`src/rtl/dma_port_scheduler.sv`:
```
// Arbitrates CPU (port A), accelerator (port B) and a queued DMA requester onto
// the dual-port memory map; DMA borrows whichever port is idle, with a starvation guard on B.
module dma_port_scheduler #(
    parameter int DATA_WIDTH   = 32,
    parameter int ADDR_WIDTH   = 32,
    parameter int DEPTH        = 4,
    parameter int STARVE_LIMIT = 8
) (
    input  logic                    clk,
    input  logic                    rst_n,
    input  logic                    CPUEn,
    input  logic                    CPUWrEn,
    input  logic [ADDR_WIDTH-1:0]   CPUAddr,
    input  logic [DATA_WIDTH-1:0]   CPUData,
    input  logic                    AclEn,
    input  logic                    AclWrEn,
    input  logic [ADDR_WIDTH-1:0]   AclAddr,
    input  logic [DATA_WIDTH-1:0]   AclData,
    output logic                    AclGnt,
    input  logic                    DMAReq,
    input  logic                    DMAWrEn,
    input  logic [ADDR_WIDTH-1:0]   DMAAddr,
    input  logic [DATA_WIDTH-1:0]   DMAData,
    output logic                    DMAReady,
    output logic [ADDR_WIDTH-1:0]   AddrA,
    output logic [DATA_WIDTH-1:0]   DataA,
    output logic                    WrA,
    output logic [ADDR_WIDTH-1:0]   AddrB,
    output logic [DATA_WIDTH-1:0]   DataB,
    output logic                    WrB,
    input  logic [DATA_WIDTH-1:0]   OutA,
    input  logic [DATA_WIDTH-1:0]   OutB,
    output logic [DATA_WIDTH-1:0]   CPUOut,
    output logic [DATA_WIDTH-1:0]   AclOut,
    output logic [DATA_WIDTH-1:0]   DMAOut,
    output logic                    CPUValid,
    output logic                    AclValid,
    output logic                    DMAValid,
    output logic [$clog2(DEPTH):0]  QueueCount
);
    localparam int PW = $clog2(DEPTH);
    localparam int SW = $clog2(STARVE_LIMIT + 1);
    localparam logic [PW:0]   FullCount  = (PW+1)'(DEPTH);
    localparam logic [SW-1:0] StarveMax  = SW'(STARVE_LIMIT);

    logic [ADDR_WIDTH-1:0] qAddr [DEPTH];
    logic [DATA_WIDTH-1:0] qData [DEPTH];
    logic [DEPTH-1:0]      qWr;

    logic [PW-1:0] rdPtrReg, wrPtrReg;
    logic [PW:0]   countReg;
    logic [SW-1:0] starveReg;
    logic          cpuPendReg, aclPendReg, dmaPendReg, dmaOnBReg;

    logic                  empty, full, enq, deq, forceB, issueA, issueB;
    logic                  headWr;
    logic [ADDR_WIDTH-1:0] headAddr;
    logic [DATA_WIDTH-1:0] headData;

    assign empty    = (countReg == '0);
    assign full     = (countReg == FullCount);
    assign headWr   = qWr[rdPtrReg];
    assign headAddr = qAddr[rdPtrReg];
    assign headData = qData[rdPtrReg];

    assign DMAReady = rst_n && !full;
    assign enq      = DMAReq && DMAReady;

    // A starving head steals port B from the accelerator for a single cycle.
    assign forceB   = rst_n && !empty && AclEn && (starveReg == StarveMax);
    assign issueB   = rst_n && !empty && (forceB || !AclEn);
    assign issueA   = rst_n && !empty && !issueB && !CPUEn;
    assign deq      = issueA || issueB;
    assign AclGnt   = rst_n && AclEn && !forceB;

    always_comb begin
        AddrA = CPUAddr;
        DataA = CPUData;
        WrA   = 1'b0;
        if (CPUEn) begin
            WrA = CPUWrEn && rst_n;
        end else if (issueA) begin
            AddrA = headAddr;
            DataA = headData;
            WrA   = headWr;
        end
    end

    always_comb begin
        AddrB = AclAddr;
        DataB = AclData;
        WrB   = 1'b0;
        if (issueB) begin
            AddrB = headAddr;
            DataB = headData;
            WrB   = headWr;
        end else if (AclEn) begin
            WrB = AclWrEn && rst_n;
        end
    end

    always_ff @(posedge clk) begin
        if (enq) begin
            qWr[wrPtrReg]   <= DMAWrEn;
            qAddr[wrPtrReg] <= DMAAddr;
            qData[wrPtrReg] <= DMAData;
        end
    end

    always_ff @(posedge clk) begin
        if (!rst_n) begin
            rdPtrReg   <= '0;
            wrPtrReg   <= '0;
            countReg   <= '0;
            starveReg  <= '0;
            cpuPendReg <= 1'b0;
            aclPendReg <= 1'b0;
            dmaPendReg <= 1'b0;
            dmaOnBReg  <= 1'b0;
        end else begin
            if (enq) wrPtrReg <= wrPtrReg + PW'(1);
            if (deq) rdPtrReg <= rdPtrReg + PW'(1);
            case ({enq, deq})
                2'b10:   countReg <= countReg + (PW+1)'(1);
                2'b01:   countReg <= countReg - (PW+1)'(1);
                default: countReg <= countReg;
            endcase
            if (empty || deq)
                starveReg <= '0;
            else if (starveReg != StarveMax)
                starveReg <= starveReg + SW'(1);
            cpuPendReg <= CPUEn && !CPUWrEn;
            aclPendReg <= AclGnt && !AclWrEn;
            dmaPendReg <= deq && !headWr;
            if (deq) dmaOnBReg <= issueB;
        end
    end

    assign CPUValid   = cpuPendReg;
    assign AclValid   = aclPendReg;
    assign DMAValid   = dmaPendReg;
    assign CPUOut     = OutA;
    assign AclOut     = OutB;
    assign DMAOut     = dmaOnBReg ? OutB : OutA;
    assign QueueCount = countReg;
endmodule

```
`config.mk`:
```
export PLATFORM = sky130hd
export DESIGN_NAME = dma_port_scheduler
export DESIGN_NICKNAME = d
export VERILOG_FILES = /design/src/rtl/dma_port_scheduler.sv
export SDC_FILE = /design/constraint.sdc
export NUM_CORES = 1
export LEC_CHECK = 0
export BUFFER_PORTS_ARGS = -buffer_cell sky130_fd_sc_hd__buf_2
export CAP_MARGIN = 20
export CORE_AREA = 5 5 188 190
export CTS_CLUSTER_DIAMETER = 60
export DETAILED_ROUTE_END_ITERATION = 10
export DIE_AREA = 0 0 193 195
export PLACE_DENSITY = 0.65
export SKIP_CTS_REPAIR_TIMING = 1
export SLEW_MARGIN = 0
export SYNTH_ARGS = -nofsm -noshare
export SYNTH_HDL_FRONTEND = slang
export SYNTH_SLANG_ARGS = --single-unit
```
`constraint.sdc`:
```
create_clock -name clk -period 7.1 [get_ports clk]
set_input_delay 1.775 -clock clk [delete_from_list [all_inputs] [get_ports clk]]
set_output_delay 1.775 -clock clk [all_outputs]
set_load 0.02 [all_outputs]
```
==> results.sh, run 1 <==
export IMPL_die_width_um=193
export IMPL_boundaryPins=498
export IMPL_cp_start_kind="input pin"
export IMPL_vias_per_cell=4.84
export IMPL_number_of_synthesized_flops_with_an_enable_pin=260
export IMPL_post_layout_nonfiller_instances=1590
export IMPL_slew_violations=0
export IMPL_grt_pass1_wl_um=51200
export IMPL_period_share=0.774
export IMPL_number_of_nets_in_the_synthesized_netlist=948
export IMPL_starting_utilization_of_the_core_area=0.392
export IMPL_skew_ns=0.0156
export IMPL_grt_util_met2=0.322
export IMPL_drt_initial_drc_count=303
export IMPL_first_global_vias=8030
export IMPL_fmax_mhz=182
export IMPL_ys_top_cells_by_area="edfxtp_1 60%, mux2_4 11%, mux4_2 11%"
export IMPL_ys_warn_count=0
export IMPL_critical_path_endpoint_type="output port"
export IMPL_timing_critical_path_required_ns=5.33
export IMPL_cts_buffers=29
export IMPL_worstHoldStart="starveReg[0]"
export IMPL_crit_path_max_fanout=35
export IMPL_route_detailed_wl_per_inst_um=22.9
export IMPL_final_setup_viol_count=0
export IMPL_max_slew_margin=0.286
export IMPL_critical_path_arrival_ns=3.72
export IMPL_firstDrtPassIters=4
export IMPL_mappedNetlistArea_um2=13100
export IMPL_drt_drc_violations_left=0
export IMPL_grt_use_met3=0.0525
export IMPL_report_final_hold_viol_count=0
export IMPL_rows=67
export IMPL_flow_area_growth_from_synthesis_pct=25.9
export IMPL_core_area_um2=33300
export IMPL_outcome="completed"
export IMPL_clock_root_buffer="clkbuf_16"
export IMPL_layout_drive_gt1_share=0.690
export IMPL_placement_setup_worst_slack_ns=1.64
export IMPL_worst_slew_pin_transition_ns=1.07
export IMPL_r2r_slack_ns=4.30
export IMPL_post_dp_hpwl_um=27300
export IMPL_synth_top_cell_by_area="edfxtp_1"
export IMPL_tritoncts="yes"
export IMPL_grt_overflow_total=0
export IMPL_clock_insertion_delay_worst_skew_ns=0.54
export IMPL_route_final_wire_length_um=36400
export IMPL_irDropWorstVdd_v=0.000275
export IMPL_final_cell_area_um2=16400
export IMPL_r2r_start="QueueCount[0]"
export IMPL_period_needed_ns=5.49
export IMPL_grt_met1_usage=0.211
export IMPL_vias=7702
export IMPL_pin_count_of_the_biggest_net_entering_global_routing=66
export IMPL_reg2reg_depth=3
export IMPL_netlist_area_leader_share=0.598
export IMPL_layout_commonest_cell="buf_2"
export IMPL_synthArstFlopShare=0
export IMPL_htree_levels=1
export IMPL_critical_path_class="in -> out"
export IMPL_yosys_most_used_dff="edfxtp_1"
export IMPL_whs_endpoint="starveReg[0]"
export IMPL_ys_seq_area_frac=0.624
export IMPL_finish_net_count=1386
export IMPL_p_leak_nw=6.44
export IMPL_antenna_left=0
export IMPL_maxCapViolCount=0
export IMPL_min_path_cells=1
export IMPL_layout_common_cells="497 x buf_2, 260 x edfxtp_1, 98 x mux2_4"
export IMPL_routabilityCongestion=0.789
export IMPL_synth_seq_cells=277
export IMPL_cts_sinks=277
export IMPL_dp_cells=1531
export IMPL_hold_class="reg -> reg"
export IMPL_finalPower_mw=4.74
export IMPL_busiest_layer_in_global_routing="met2"
export IMPL_synth_cell_type_count=40
export IMPL_number_of_antenna_violations_at_the_first_check_in_global_routing=18
export IMPL_die_area_um2=37600
export IMPL_placedInstanceArea_um2=15500
export IMPL_final_setup_slack_of_the_worst_path_ns=1.61
export IMPL_clk_pin_slew_worst_paths_ns=0.06
export IMPL_cts_max_path_buffers=3
export IMPL_dieHeight_um=195
export IMPL_power_density_nw_per_um2=288
export IMPL_syn_avg_cell_area_um2=19.3
export IMPL_post_route_util=0.494
export IMPL_groute_usage_overall=0.182
export IMPL_rsz0062_at_grt="no"
export IMPL_totalNegativeSetupSlack_ns=0
export IMPL_syn_instance_count=676
export IMPL_rr_endpoint="qData[3][23]"
export IMPL_buffers_added_on_ports=497
export IMPL_fin_worst_hold_slack_ns=0.472
## cells by family after synthesis
| group | Yosys count | synth area share |
|---|---|---|
| buffers and inverters | 110 | 0.0594 |
| muxes | 230 | 0.282 |
| DFF | 277 | 0.624 |
| AOI/OAI and AO/OA | 14 | 0.00767 |
| and+or+nand+nor | 33 | 0.0157 |
| xor gates and xnor gates | 4 | 0.00268 |
| adders and majority gates | 8 | 0.00824 |
## final cells by class
class | instances | area (um2)
Tap cell | 448 | 561
Inverter | 13 | 48.8
Antenna cell | 5 | 12.5
Timing Repair Buffer | 504 | 2540
Multi-Input combinational cell | 289 | 4150
Sequential cell | 277 | 8160
Clock inverter | 22 | 239
Clock buffer | 32 | 737
Fill cell | 2857 | 16800
## power by group
part / switching [mW] / leakage (nW) / internal (mW)
sequential: 0.0961 / 2.50 / 1.88
combinational: 0.639 / 3.45 / 0.596
clock: 0.603 / 0.486 / 0.929
## cell usage after synthesis, drive strengths merged, types with 2 or more instances
cell type and number:
edfxtp 260, mux2 160, buf 90, mux4 65, dfxtp 17, inv 12
nor2 11, clkbuf 7, ha 7, nand2 7, and2 5, mux2i 5
a21oi 4, xor2 3, a211oi 2, nor3 2, o21ai 2
## worst max-delay path, stage by stage
cell	delay, ns
buf_2	0.19
clkinv_1	0.31
a211oi_4	0.27
buf_4	0.53
mux2_2	0.41
buf_2	0.16
## per-layer routing
metal / wire length, um / up-vias
li1: - / 3497
met1: 13000 / 3732
met2: 18400 / 375
met3: 3460 / 84
met4: 1450 / 14
met5: 88 / -
## worst max-delay path by stage
stage,to,cells after the start,slack [ns],from
floorplan,AddrA[13],6,2.41,rst_n
global placement,DataB[2],6,1.72,rst_n
detailed placement,DataB[4],6,1.64,rst_n
CTS,DataB[4],6,1.62,rst_n
global route,DataB[2],6,1.49,rst_n
finish,DataB[4],6,1.61,rst_n
## registers in the layout (all words and copies together), names as in the netlist, 2 cells and up, named ones only
register    flops
qWr             4
qData         128
QueueCount      3
starveReg       4
qAddr         128
wrPtrReg        2
rdPtrReg        2
Note: power is estimated with default switching activity, not from simulation.
==> inputs of run 2 (changes only) <==
--- a/config.mk
+++ b/config.mk
@@ -5,13 +5,14 @@
 export SDC_FILE = /design/constraint.sdc
 export NUM_CORES = 1
 export LEC_CHECK = 0
+export ABC_AREA = 1
 export BUFFER_PORTS_ARGS = -buffer_cell sky130_fd_sc_hd__buf_2
 export CAP_MARGIN = 20
-export CORE_AREA = 5 5 188 190
+export CORE_AREA = 5 5 193 195
 export CTS_CLUSTER_DIAMETER = 60
 export DETAILED_ROUTE_END_ITERATION = 10
-export DIE_AREA = 0 0 193 195
-export PLACE_DENSITY = 0.65
+export DIE_AREA = 0 0 198 200
+export PLACE_DENSITY = 0.62
 export SKIP_CTS_REPAIR_TIMING = 1
 export SLEW_MARGIN = 0
 export SYNTH_ARGS = -nofsm -noshare
==> constraint.sdc (replaced) <==
create_clock -name clk -period 5.2 [get_ports clk]
set_input_delay 1.3 -clock clk [delete_from_list [all_inputs] [get_ports clk]]
set_output_delay 1.3 -clock clk [all_outputs]
set_load 0.02 [all_outputs]
==> run 2 against run 1 <==
Clock power rose by 34%. Core utilization fell by 2.8 points. Design area fell by 0.23%. Wire length rose by 6.9%. Power rose by 21%. Die area rose by 5.2%. Sequential power rose by 28%. Critical path type unchanged. Largest cell class unchanged. Largest power group unchanged.
==> results.sh, run 2 <==
export IMPL_synth_top_cell_by_area="edfxtp_1"
export IMPL_worst_slew_pin_transition_ns=1.07
export IMPL_ys_seq_area_frac=0.629
export IMPL_tritoncts="yes"
export IMPL_report_final_hold_viol_count=0
export IMPL_fmax_mhz=239
export IMPL_rsz0062_at_grt="no"
export IMPL_power_density_nw_per_um2=348
export IMPL_p_leak_nw=7.15
export IMPL_cts_sinks=277
export IMPL_grt_pass1_wl_um=56100
export IMPL_groute_usage_overall=0.182
export IMPL_layout_common_cells="497 x buf_2, 458 x nand2_1, 260 x edfxtp_1"
export IMPL_finalPower_mw=5.71
export IMPL_vias=10200
export IMPL_boundaryPins=498
export IMPL_rr_endpoint="QueueCount[2]"
export IMPL_die_area_um2=39600
export IMPL_layout_commonest_cell="buf_2"
export IMPL_cp_start_kind="input pin"
export IMPL_syn_avg_cell_area_um2=10.4
export IMPL_syn_instance_count=1246
export IMPL_worst_path_largest_cell_delay_ns=0.63
export IMPL_number_of_antenna_violations_at_the_first_check_in_global_routing=13
export IMPL_cts_max_path_buffers=3
export IMPL_cp_cell_sequence="buf_2 > nand2_2 > inv_2 > nand4_4 > buf_4 > nand2_1 > o21ai_1 > buf_2"
export IMPL_post_dp_hpwl_um=27900
export IMPL_routabilityCongestion=0.792
export IMPL_hold_class="reg -> reg"
export IMPL_max_slew_margin=0.283
export IMPL_period_needed_ns=4.18
export IMPL_ys_warn_count=0
export IMPL_clock_insertion_delay_worst_skew_ns=0.55
export IMPL_mappedNetlistArea_um2=13000
export IMPL_critical_path_class="in -> out"
export IMPL_die_width_um=198
export IMPL_synth_most_common_cell="nand2_1"
export IMPL_netlist_area_leader_share=0.602
export IMPL_antenna_left=0
export IMPL_synth_cells_most_frequent="458 x nand2_1, 260 x edfxtp_1, 136 x nand3_1"
export IMPL_irDropWorstVdd_v=0.000245
export IMPL_skew_ns=0.0127
export IMPL_grt_overflow_total=0
export IMPL_buffers_added_on_ports=497
export IMPL_starting_utilization_of_the_core_area=0.368
export IMPL_dieHeight_um=200
export IMPL_core_area_um2=35200
export IMPL_yosys_most_used_dff="edfxtp_1"
export IMPL_drt_drc_violations_left=0
export IMPL_vias_per_cell=4.75
export IMPL_timing_critical_path_slowest_stage_cell="buf_4"
export IMPL_final_setup_viol_count=0
export IMPL_htree_levels=1
export IMPL_r2r_start="starveReg[0]"
export IMPL_maxCapViolCount=0
export IMPL_reg_largest_list="qAddr (128), qData (128)"
export IMPL_timing_critical_path_mode_cell="buf_2"
export IMPL_ys_top_cells_by_area="edfxtp_1 60%, nand2_1 13%, nand3_1 5.3%"
export IMPL_fillerInstances=3286
export IMPL_reg2reg_depth=13
export IMPL_layout_drive_gt1_share=0.366
export IMPL_route_final_wire_length_um=38900
export IMPL_period_share=0.804
export IMPL_crit_path_max_fanout=89
export IMPL_number_of_synthesized_flops_with_an_enable_pin=260
export IMPL_rows=69
export IMPL_critical_path_startpoint="rst_n"
export IMPL_clk_pin_slew_worst_paths_ns=0.05
export IMPL_fin_worst_hold_slack_ns=0.529
export IMPL_post_route_util=0.466
export IMPL_min_path_cells=2
export IMPL_timing_critical_path_required_ns=3.90
export IMPL_synth_seq_cells=277
export IMPL_critical_path_arrival_ns=2.88
export IMPL_synthArstFlopShare=0
export IMPL_pin_count_of_the_biggest_net_entering_global_routing=90
export IMPL_drt_initial_drc_count=391
export IMPL_finish_net_count=1931
export IMPL_first_global_vias=9775
export IMPL_outcome="completed"
export IMPL_synth_cell_type_count=27
export IMPL_totalNegativeSetupSlack_ns=0
export IMPL_clock_root_buffer="clkbuf_16"
export IMPL_firstDrtPassIters=5
export IMPL_route_detailed_wl_per_inst_um=18.1
export IMPL_flow_area_growth_from_synthesis_pct=26.6
export IMPL_slew_violations=0
export IMPL_timing_critical_path_to="DataA[25]"
export IMPL_r2r_slack_ns=2.50
export IMPL_cts_buffers=31
export IMPL_critical_path_endpoint_type="output port"
export IMPL_number_of_nets_in_the_synthesized_netlist=1518
==> run 2: changes by cell type in the layout (fill, tap and decap cells not counted), moves of 6 or more <==
cell,change
a21oi_1,+7
buf_12,+8
buf_4,+6
clkbuf_1,+6
inv_1,+6
mux2_2,-30
mux2_4,-98
mux4_2,-65
nand2_1,+451
nand3_1,+135
o21ai_0,+25
o21ai_1,+104
o21ai_2,+6
==> run 2: cells by family (layout without fill, tap and decap cells) <==
group,count (synthesis),after routing,share of synthesized area
muxes,32,32,0.0278
other,0,6,0
DFF,277,277,0.629
adders and majority gates,8,8,0.00830
AOI/OAI and AO/OA,149,149,0.0595
xor gates and xnor gates,4,4,0.00270
buffers and inverters,160,598,0.0763
and+or+nand+nor,616,616,0.197
==> run 2: routing by layer <==
metal | vias up | global-route usage | wire length, um
li1 | 5057 | - | -
met1 | 4731 | 0.203 | 14200
met5 | - | 0 | 48
met4 | 8 | 0.0773 | 1470
met2 | 355 | 0.342 | 20700
met3 | 77 | 0.0332 | 2520
==> run 2: area by class of cell <==
cell class | instances | area, um2 | area share
antenna | 6 | 15.0 | 0.000915
clock buffer | 41 | 823 | 0.0502
clock inverter | 17 | 154 | 0.00938
inverter | 22 | 85.1 | 0.00519
multi-input combinational | 809 | 3850 | 0.235
sequential | 277 | 8150 | 0.497
tap | 461 | 577 | 0.0352
timing repair buffer | 518 | 2750 | 0.167
==> run 2: worst max-delay path, delay by kind of cell <==
family                 cells  cell delay (ns)
AND/OR/NAND/NOR            3             0.29
buffers and inverters      4             1.04
AO/OA/AOI/OAI              1             0.12
==> run 2: stage by stage <==
step           setup WS (ns)  cells  area [um2]
2_1_floorplan         -0.201   1246       13000
3_3_place_gp            1.12   2087       15400
5_1_grt                0.858   2151       16400
4_1_cts                 1.04   2145       16400
6_report                1.02   2151       16400
3_5_place_dp            1.04   2087       15400
==> run 2: worst min path at each step <==
stage,from,endpoint
floorplan,wrPtrReg[1],wrPtrReg[1]
global placement,wrPtrReg[1],wrPtrReg[1]
detailed placement,QueueCount[2],QueueCount[2]
CTS,QueueCount[2],QueueCount[2]
global route,QueueCount[2],QueueCount[2]
finish,QueueCount[2],QueueCount[2]
==> run 2: power by group <==
part           leakage (nW)  internal, mW  total [mW]  switching [mW]
clock                 0.473          1.21        2.05           0.835
combinational          4.18         0.381        1.14           0.757
sequential             2.50          2.51        2.53          0.0217
total                  7.15          4.10        5.71            1.61
==> inputs of run 3 (changes only) <==
==> constraint.sdc (replaced) <==
create_clock -name clk -period 4.1 [get_ports clk]
set_input_delay 1.025 -clock clk [delete_from_list [all_inputs] [get_ports clk]]
set_output_delay 1.025 -clock clk [all_outputs]
set_load 0.02 [all_outputs]
==> run 3 against run 2 <==
Design area increased by 0.59%. Flip-flop and latch count is the same. Non-clock buffer count is the same. Global-route usage grew 0.50 points.
==> results.sh, run 3 (synthesis gave the netlist of run 2 again) <==
export IMPL_clock_root_buffer="clkbuf_16"
export IMPL_fmax_mhz=286
export IMPL_cts_sinks=277
export IMPL_drt_initial_drc_count=557
export IMPL_crit_path_max_fanout=49
export IMPL_reg2reg_depth=14
export IMPL_reg_largest_list="qAddr (128), qData (128)"
export IMPL_antenna_left=0
export IMPL_vias=10300
export IMPL_clk_pin_slew_worst_paths_ns=0.06
export IMPL_max_slew_margin=0.578
export IMPL_dp_cells=2087
export IMPL_firstDrtPassIters=5
export IMPL_layout_drive_gt1_share=0.372
export IMPL_final_cell_area_um2=16500
export IMPL_maxCapViolCount=0
export IMPL_vias_per_cell=4.77
export IMPL_clock_insertion_delay_worst_skew_ns=0.56
export IMPL_number_of_antenna_violations_at_the_first_check_in_global_routing=12
export IMPL_cts_buffers=31
export IMPL_finish_net_count=1931
export IMPL_post_dp_hpwl_um=28000
export IMPL_htree_levels=1
export IMPL_timing_critical_path_required_ns=3.07
export IMPL_dieHeight_um=200
export IMPL_fillerInstances=3282
export IMPL_post_layout_nonfiller_instances=2150
export IMPL_tritoncts="yes"
export IMPL_critical_path_arrival_ns=2.47
export IMPL_rr_endpoint="QueueCount[2]"
export IMPL_critical_path_endpoint_type="output port"
export IMPL_rsz0062_at_grt="no"
export IMPL_die_width_um=198
export IMPL_grt_pass1_wl_um=57300
export IMPL_p_leak_nw=7.21
export IMPL_outcome="completed"
export IMPL_cp_start_kind="flop"
export IMPL_skew_ns=0.0266
export IMPL_slew_violations=0
export IMPL_layout_common_cells="497 x buf_2, 458 x nand2_1, 260 x edfxtp_1"
export IMPL_r2r_slack_ns=1.45
export IMPL_boundaryPins=498
export IMPL_hold_class="reg -> reg"
export IMPL_irDropWorstVdd_v=0.000317
export IMPL_report_final_hold_viol_count=0
export IMPL_period_needed_ns=3.49
export IMPL_first_global_vias=9793
export IMPL_core_area_um2=35200
export IMPL_critical_path_class="reg -> out"
export IMPL_post_route_util=0.468
export IMPL_placedInstanceArea_um2=15400
export IMPL_route_final_wire_length_um=39400
export IMPL_timing_critical_path_to="WrB"
export IMPL_critical_path_startpoint="starveReg[0]"
export IMPL_period_share=0.851
export IMPL_pin_count_of_the_biggest_net_entering_global_routing=109
export IMPL_routabilityCongestion=0.789
export IMPL_drt_drc_violations_left=0
export IMPL_starting_utilization_of_the_core_area=0.368
export IMPL_rows=69
export IMPL_cts_max_path_buffers=3
export IMPL_flow_area_growth_from_synthesis_pct=27.3
export IMPL_r2r_start="starveReg[0]"
export IMPL_groute_usage_overall=0.187
export IMPL_power_density_nw_per_um2=448
export IMPL_die_area_um2=39600
export IMPL_route_detailed_wl_per_inst_um=18.3
export IMPL_worst_slew_pin_transition_ns=0.632
export IMPL_final_setup_viol_count=0
export IMPL_layout_commonest_cell="buf_2"
export IMPL_grt_overflow_total=0
export IMPL_buffers_added_on_ports=497
export IMPL_totalNegativeSetupSlack_ns=0
-- run 3: metrics by stage --
stage	hold WS [ns]	total power, mW	setup WS (ns)
6_report	0.474	7.39	0.610
5_1_grt	0.522	7.73	0.423
4_1_cts	0.476	7.49	0.514
3_5_place_dp	0.467	4.73	0.747
3_3_place_gp	0.471	4.71	0.785
2_1_floorplan	0.490	4.21	-1.03
-- run 3: worst min-delay path by stage --
stage,depth (start not counted),to,start
floorplan,2,wrPtrReg[1],wrPtrReg[1]
global placement,2,dmaOnBReg,dmaOnBReg
detailed placement,2,dmaOnBReg,dmaOnBReg
CTS,2,dmaOnBReg,dmaOnBReg
global route,2,dmaOnBReg,dmaOnBReg
finish,2,dmaOnBReg,dmaOnBReg
-- run 3: layout make-up --
class	count	area [um2]	area share
multi-input combinational	809	3850	0.233
antenna	5	12.5	0.000758
timing repair buffer	518	2780	0.169
clock inverter	21	221	0.0134
tap	461	577	0.0350
inverter	22	85.1	0.00516
sequential	277	8150	0.494
clock buffer	37	818	0.0496
-- run 3: worst max-delay path, cell delays in order (launching register included) --
cell and delay [ns]:
dfxtp_1 0.39, inv_1 0.06, ha_1 0.23, nand3_4 0.15, nand2_2 0.08, nand3_4 0.23, buf_12 0.25, nand3_1 0.20
o21ai_0 0.14, buf_2 0.19
-- run 3: report_power, final --
part | switching (mW) | internal [mW] | total (mW)
clock | 1.11 | 1.63 | 2.74
combinational | 0.961 | 0.486 | 1.45
sequential | 0.0326 | 3.18 | 3.21
-- run 3: routing by layer --
metal	vias up	share of wire	global-route usage	routed length, um
met3	68	0.064	0.0354	2530
met2	336	0.54	0.359	21100
met1	4781	0.37	0.215	14700
met5	-	0.0023	0	89
met4	12	0.024	0.0490	957
li1	5066	-	-	-
